[src/rtl/btn_irq_ctrl.sv]
// Push-button interrupt source: synchronizes and debounces a raw button, counts
// presses, and raises a level interrupt with ack handshake and post-ack holdoff.
module btn_irq_ctrl #(
  parameter int unsigned DEBOUNCE_CYCLES = 20000,
  parameter int unsigned HOLDOFF_CYCLES  = 100000
) (
  input  logic       clk_i,
  input  logic       arst_n_i,
  input  logic       btn_i,
  input  logic       irq_en_i,
  input  logic       irq_ack_i,
  input  logic       ovf_clr_i,
  output logic       irq_req_o,
  output logic       btn_level_o,
  output logic [7:0] press_cnt_o,
  output logic       overflow_o
);

  localparam int unsigned CW = 20;
  localparam logic [CW-1:0] DB_LAST   = CW'(DEBOUNCE_CYCLES - 1);
  localparam logic [CW-1:0] HOLD_LOAD = CW'(HOLDOFF_CYCLES - 1);

  typedef enum logic [1:0] {
    IDLE,
    PEND,
    HOLDOFF
  } state_e;

  logic          sync1_q, sync2_q;
  logic [CW-1:0] db_cnt_q, db_cnt_d;
  logic          level_q, level_d;
  logic          level_prev_q;
  logic          press;
  logic [7:0]    press_cnt_q;
  logic          overflow_q;
  state_e        state_q;
  logic [CW-1:0] hold_q;
  logic          irq_q;

  always_ff @(posedge clk_i or negedge arst_n_i) begin
    if (!arst_n_i) begin
      sync1_q <= 1'b0;
      sync2_q <= 1'b0;
    end else begin
      sync1_q <= btn_i;
      sync2_q <= sync1_q;
    end
  end

  // Level flips on the edge the run of disagreeing samples would reach DEBOUNCE_CYCLES.
  always_comb begin
    db_cnt_d = '0;
    level_d  = level_q;
    if (sync2_q != level_q) begin
      if (db_cnt_q == DB_LAST) begin
        level_d = ~level_q;
      end else begin
        db_cnt_d = db_cnt_q + 1'b1;
      end
    end
  end

  always_ff @(posedge clk_i or negedge arst_n_i) begin
    if (!arst_n_i) begin
      db_cnt_q     <= '0;
      level_q      <= 1'b0;
      level_prev_q <= 1'b0;
    end else begin
      db_cnt_q     <= db_cnt_d;
      level_q      <= level_d;
      level_prev_q <= level_q;
    end
  end

  assign press = level_q & ~level_prev_q;

  always_ff @(posedge clk_i or negedge arst_n_i) begin
    if (!arst_n_i) begin
      press_cnt_q <= '0;
      overflow_q  <= 1'b0;
    end else begin
      if (press) begin
        press_cnt_q <= press_cnt_q + 8'd1;
      end
      // A dropped press wins over a coincident clear.
      if (press && (state_q != IDLE)) begin
        overflow_q <= 1'b1;
      end else if (ovf_clr_i) begin
        overflow_q <= 1'b0;
      end
    end
  end

  always_ff @(posedge clk_i or negedge arst_n_i) begin
    if (!arst_n_i) begin
      state_q <= IDLE;
      hold_q  <= '0;
      irq_q   <= 1'b0;
    end else begin
      case (state_q)
        IDLE: begin
          if (press && irq_en_i) begin
            state_q <= PEND;
            irq_q   <= 1'b1;
          end
        end
        PEND: begin
          if (irq_ack_i) begin
            state_q <= HOLDOFF;
            hold_q  <= HOLD_LOAD;
            irq_q   <= 1'b0;
          end else if (!irq_en_i) begin
            state_q <= IDLE;
            irq_q   <= 1'b0;
          end
        end
        HOLDOFF: begin
          if (hold_q == '0) begin
            state_q <= IDLE;
          end else begin
            hold_q <= hold_q - 1'b1;
          end
        end
        default: begin
          state_q <= IDLE;
          irq_q   <= 1'b0;
        end
      endcase
    end
  end

  assign irq_req_o   = irq_q;
  assign btn_level_o = level_q;
  assign press_cnt_o = press_cnt_q;
  assign overflow_o  = overflow_q;

endmodule

[config.mk]
export PLATFORM = sky130hd
export DESIGN_NAME = btn_irq_ctrl
export DESIGN_NICKNAME = d
export VERILOG_FILES = /design/src/rtl/btn_irq_ctrl.sv
export SDC_FILE = /design/constraint.sdc
export NUM_CORES = 1
export LEC_CHECK = 0
export CAP_MARGIN = 30
export CORE_AREA = 3 3 87 105
export DETAILED_ROUTE_END_ITERATION = 6
export DIE_AREA = 0 0 90 108
export PLACE_DENSITY = 0.55
export SLEW_MARGIN = 40
export SYNTH_ARGS = -nofsm -noshare
export SYNTH_HDL_FRONTEND = slang
export SYNTH_SLANG_ARGS = --single-unit
[constraint.sdc]
create_clock -name clk_i -period 4.75 [get_ports clk_i]
set_clock_uncertainty 0.1 [all_clocks]
set_input_delay 1.1875 -clock clk_i [delete_from_list [all_inputs] [get_ports clk_i]]
set_output_delay 1.1875 -clock clk_i [all_outputs]
set_load 0.02 [all_outputs]
; ---- Yosys cells after proc, flatten, opt, wreduce, memory -nomap -nowiden
; Cells that the tools add are included.
[totals]
register_bits = 56
inputBits = 6
out_inout_bits = 11
wordCells = 53
[op_classes]
add_sub_neg = 3
eq_ne = 9
mux = 16
bitwise = 4
n_reduce_logical = 11
[op_table]
columns = operator, n
row1 = $mux 20, 4
row2 = $pmux 20 s2, 1
row3 = $add 20x1->20 const B, 1
row4 = $eq 20x15->1 const B, 1
row5 = $logic_not 20->1, 1
row6 = $sub 20x1->20 const B, 1
row7 = $reduce_and 3->1, 3
row8 = $add 8x1->8 const B, 1
row9 = $mux 2, 4
row10 = $ne 2x2->1 const B, 4
row11 = $pmux 2 s3, 1
row12 = $reduce_bool 2->1, 3
row13 = $mux 1, 5
row14 = $ne 3x3->1 const B, 1
row15 = $not 1->1, 3
row16 = $pmux 1 s3, 1
row17 = $eq 2x1->1 const B, 1
row18 = $eq 2x2->1 const B, 1
row19 = $logic_and 1x1->1, 2
row20 = $logic_not 2->1, 1
row21 = $reduce_and 2->1, 1
row22 = $and 1x1->1, 1
row23 = $ne 1x1->1, 1

; ---- Logic depth before layout (Yosys ltp)
[logic_depth]
word_depth = 5
mapped_depth = 7

; ---- Least setup slack after synthesis
; OpenSTA, ideal clock, no wires.
[synth_path]
kind = input-to-reg
startpoint = input port irq_ack_i
endpoint = register hold_q[0]
setup_time_ns = 0.079
arrival_ns = 1.780
required_ns = 4.571
slack_ns = 2.790
path_stages = 4
path_buffers = 1
path_cell_list = and3_1 -> clkbuf_1 -> nor2_1 -> mux2i_1
[synth_via]
elab_chain_len = 2
[synth_lines]
columns = item, line
row1 = start: declaration, 11  ; input logic irq_ack_i,
row2 = $ne 2x2->1 (no source line), -
row3 = $reduce_and 3->1 (no source line), -
row4 = end signal: assignment, 121  ; hold_q <= hold_q - 1'b1;
row5 = end: declaration, 37  ; logic [CW-1:0] hold_q;
; No other way between the ends.
; A chain may end at the register's enable or synchronous reset.

; ---- Final worst setup path
[layout_path]
startpoint = register level_q (netlist: btn_level_o)
endpoint = output port btn_level_o
[layout_rtl]
columns = item, line
row1 = start: declaration, 31  ; logic level_q, level_d;
row2 = start signal: assignment, 70  ; level_q <= level_d;
row3 = end: declaration, 14  ; output logic btn_level_o,
; No word-level cell between the ends.

==> results <==
- The critical path startpoint category is a flip-flop.
- The total of flip-flops plus latches after synthesis is 56.
- For the final routed database, the setup TNS stands at 0 ns.
- The total number of H-tree levels is 2.
- Setup repair after global routing left no endpoint under its margin.
- The area of the core is 8198 um2.
- The total of cells resized after clock tree synthesis is 0.
- The highest clock rate is 0.3740 GHz.
- The largest buffer count on any clock path is 2.
- The combinational share of power is approximately 2.8%.
- After synthesis, the largest family of logic cells by area is simple AND/OR/NAND/NOR gates.
- Summing the areas of all and, or, nand and nor instances in the mapped netlist gives 24.81% of the synthesized area.
- The arrival time reported for the critical path endpoint is 1.39 ns.
- The synthesized design contains 0 enable-type register cells.
- The internal portion of total power is 0.5949 mW.
- For this block, the routed nets add up to 5409 um of wire.
- Summed over all nets, the half-perimeter wirelength after detailed placement is 3761 um.
- In this run the vertical extent of the chip is ~110 um.
- The post-route DRC violation count is 0.
- The clock tree from TritonCTS is built.
- The mapped cell area is 2834 um2.
- Of the total synthesized cell area, the portion taken by full adders, half adders and majority gates is 1.766%.
- The dominant delay contributor by cell family on the critical path is buffers and inverters.
- The antenna diode count is 0.
- The number of optimization iterations in the first detailed-route pass is 4.
- The flow ran to the end, and the final reports show no timing, DRC or antenna violations.
- The global route total overflow is 0.
- Dividing total power by cell area gives a power density of 244.1 nW/um2.
- The clock network is responsible for 35.4% of the overall power.
- The worst path needs approximately 2.7 ns of the cycle, external delays included.
- The total count of max-transition violations in the final report was 0.
- Overall power consumption after layout is estimated at 0.7799 mW.
- The average size of a mapped cell is 10.31 um2.
- The data required time of the worst path is 3.46 ns.
- The die width is 90 um.
- The multiplexer fraction of the synthesized cell area is 5.033%.
- The mean number of vias per cell is 5.152.
- For the worst-skew pair, the clock arrives at the later sink with an insertion delay of 0.32 ns.
- At the pin with the least slew margin, the transition time is 0.7464 ns.
- The via count of the first global-routing pass is ~2.0k.
- The cell taking the most area after synthesis is dfrtp_1.
- The final weighted congestion in routability-driven placement is 0.7892.
- The global-route wire length before repair is 9266 um.
- The number of clock buffers inserted by TritonCTS is 5.
- The worst setup path category is reg2out.
- The slowest cell on the critical path is clkdlybuf4s50_1.
- The area growth from synthesis to layout is 12.72%.
- The area of placed instances is 3098 um2.
- Sorting the synthesized cells by area gives the leading types as dfrtp_1 49%, mux2i_1 4.2%, xor2_1 4.0%.
- The top cell type's share of synthesized area is about half.
- The share of final-layout standard cells stronger than drive strength 1 is 6.826%.
- The final antenna-violating net count is 0.
- The average wire length per cell after detail routing is ~13 um.
- The final clock period utilization by the worst path is 56.29%.
- The post-layout worst setup margin is slightly above 2 ns.
- The kind of end point of the critical path is an output pin.
- Once the floorplan was initialized, standard cells occupied 34.57% of the core.
- The worst hold-check path type is reg2reg.
- Setup violations remaining at the end of the flow were counted as 0.
- During synthesis, Yosys emitted a total of 0 warnings.
- In the global route stage, overall resource usage came out at 11.52%.
- Across the run, the number of max-cap violations was 0.
- The count of boundary I/O pins is 17.
- The detailed router finished its first iteration with 82 violations.
- The worst setup slack before clock tree synthesis is 2.084 ns.
- In the synthesized netlist the async set-or-reset flop fraction comes to 100.0%.
- During placement, the flow inserted port buffers numbering 16.
- Sequential elements use 49.45% of the synthesized area.
- The xor/xnor cell area share of the yosys netlist is 6.181%.
- The tree built by TritonCTS fans out to between 50 and 60 sinks.
- The post-cts hold buffer count is 0.
- The number of nets in the synthesized netlist is 285.
- The clock transition at the registers of the reported paths is 0.12 ns.
- The instance count of the mapped netlist is 275.
- The post-synthesis cell type count is 46.
- The clock root buffer is clkbuf_8.
- In this run the post-CTS setup repair buffer count came out at 0.
- The number of antenna violations at the first check in global routing was 0.
- The number of buffer and inverter stages on the critical path is 1.
- Net switching is a little under a quarter of the power.
- The number of hold violations in the final report is 0.
- The worst pin sits at a relative slew slack of about half.
- The complex-gate fraction of the synthesized area is 9.890%.
- Per report_power, the sequential group accounts for 61.8% of the total.
- The total number of vias is roughly 2.1k.
- The leakage power is 1.285 nW.
- The total non-filler cell area in the finished layout is about 3200 um2.
- Walking the worst path, the cells encountered are clkdlybuf4s50_1.
- The worst-case IR drop observed on VDD is 0.1059 mV.
- The maximum number of pins on one net before global-route repair is 41.
- The switching power summed over all nets is 0.1850 mW.
- For this run, the slowest stage of the critical path takes 0.64 ns.
- The most used flip-flop cell after synthesis is dfrtp_1.
- The floorplan has 36 rows.
- The total number of nets in the final design is 302.
- The maximum fanout along the worst path is 5.
- The die covers 9720 um2.
through the flow:
step                      util, %  hold WS [ns]  cells
after floorplan                 -        0.2312    275
after global placement      37.76        0.2389    399
after detailed placement    37.79        0.2347    399
after CTS                   38.97        0.2586    407
after global routing        38.97        0.2680    407
final                       38.97        0.2564    407
power by group through the flow:
stage	logic (mW)	clock network [mW]	registers, mW
floorplan	0.00681	0	0.491
global placement	0.0227	0	0.491
detailed placement	0.0229	0	0.492
CTS	0.0231	0.290	0.482
global route	0.0257	0.308	0.483
finish	0.0215	0.276	0.482
final timing paths:
kind / endpoint / depth (start not counted) / start / slack (ns)
max in group asynchronous: hold_q[11] / 2 / arst_n_i / 3.19
setup reg to reg: hold_q[0] / 6 / hold_q[0] / 2.54
hold reg to reg: sync2_q / 0 / sync1_q / 0.26
min in group asynchronous: overflow_o / 1 / arst_n_i / 0.73
setup / recovery: btn_level_o / 1 / btn_level_o / 2.08
hold / removal: sync2_q / 0 / sync1_q / 0.26
cells in the final DEF (no fill, tap or decap), drive strengths merged, types with 2 or more instances in the layout:
| cell | instances |
|---|---|
| mux2 | 2 |
| dfrtp | 56 |
| nand2 | 19 |
| and4 | 4 |
| clkdlybuf4s50 | 15 |
| ha | 4 |
| xor2 | 13 |
| or4 | 12 |
| and2 | 2 |
| buf | 2 |
| inv | 11 |
| nor2 | 28 |
| o31ai | 10 |
| nor2b | 2 |
| nand4 | 11 |
| nand3 | 12 |
| mux2i | 12 |
| clkbuf | 5 |
| o21ai | 11 |
| nor3 | 7 |
| nor4bb | 2 |
| nor4 | 5 |
| a21oi | 10 |
| xnor2 | 7 |
| or3 | 5 |
| and3 | 8 |
| o211ai | 4 |
Yosys cell counts (5+ instances only):
master and number:
and3_1 8, or3_1 5, inv_1 10, o21ai_1 7, dfrtp_1 56, xnor2_1 7
mux2i_1 12, xor2_1 13, nor3_1 6, nand3_1 12, nor2_1 28, o31ai_1 9
or4_1 12, a21oi_1 10, nand2_1 19, nand4_1 9
cell type report:
class	instances	area, um2
Fill cell	817	5004
Sequential cell	56	1401
Multi-Input combinational cell	202	1351
Timing Repair Buffer	17	165.2
Tap cell	114	142.6
Clock buffer	5	68.82
Inverter	10	37.54
Clock inverter	3	27.53
layer usage:
metal / global-route usage (%) / routed length, um / up-vias
met2: 19.27 / 2582 / 29
met4: 4.158 / 87 / 0
li1: - / - / 1045
met3: 2.575 / 159 / 8
met5: 0 / 0 / -
met1: 14.73 / 2580 / 1015
logic make-up (layout without fill, tap and decap cells):
logic type / count (synthesis) / after routing
AND/OR/NAND/NOR: 122 / 122
flip-flops: 56 / 56
AO/OA/AOI/OAI: 42 / 42
XOR/XNOR: 20 / 20
buffers and inverters: 17 / 35
multiplexers: 14 / 14
adder cells (fa/ha/maj): 4 / 4
registers in the layout, indices dropped and copies added (netlist names):
name	cells
press_cnt_o	8
hold_q	20
level_prev_q	1
irq_req_o	1
state_q	2
overflow_o	1
sync2_q	1
btn_level_o	1
sync1_q	1
db_cnt_q	20
Power figures use the tool's default switching activity.
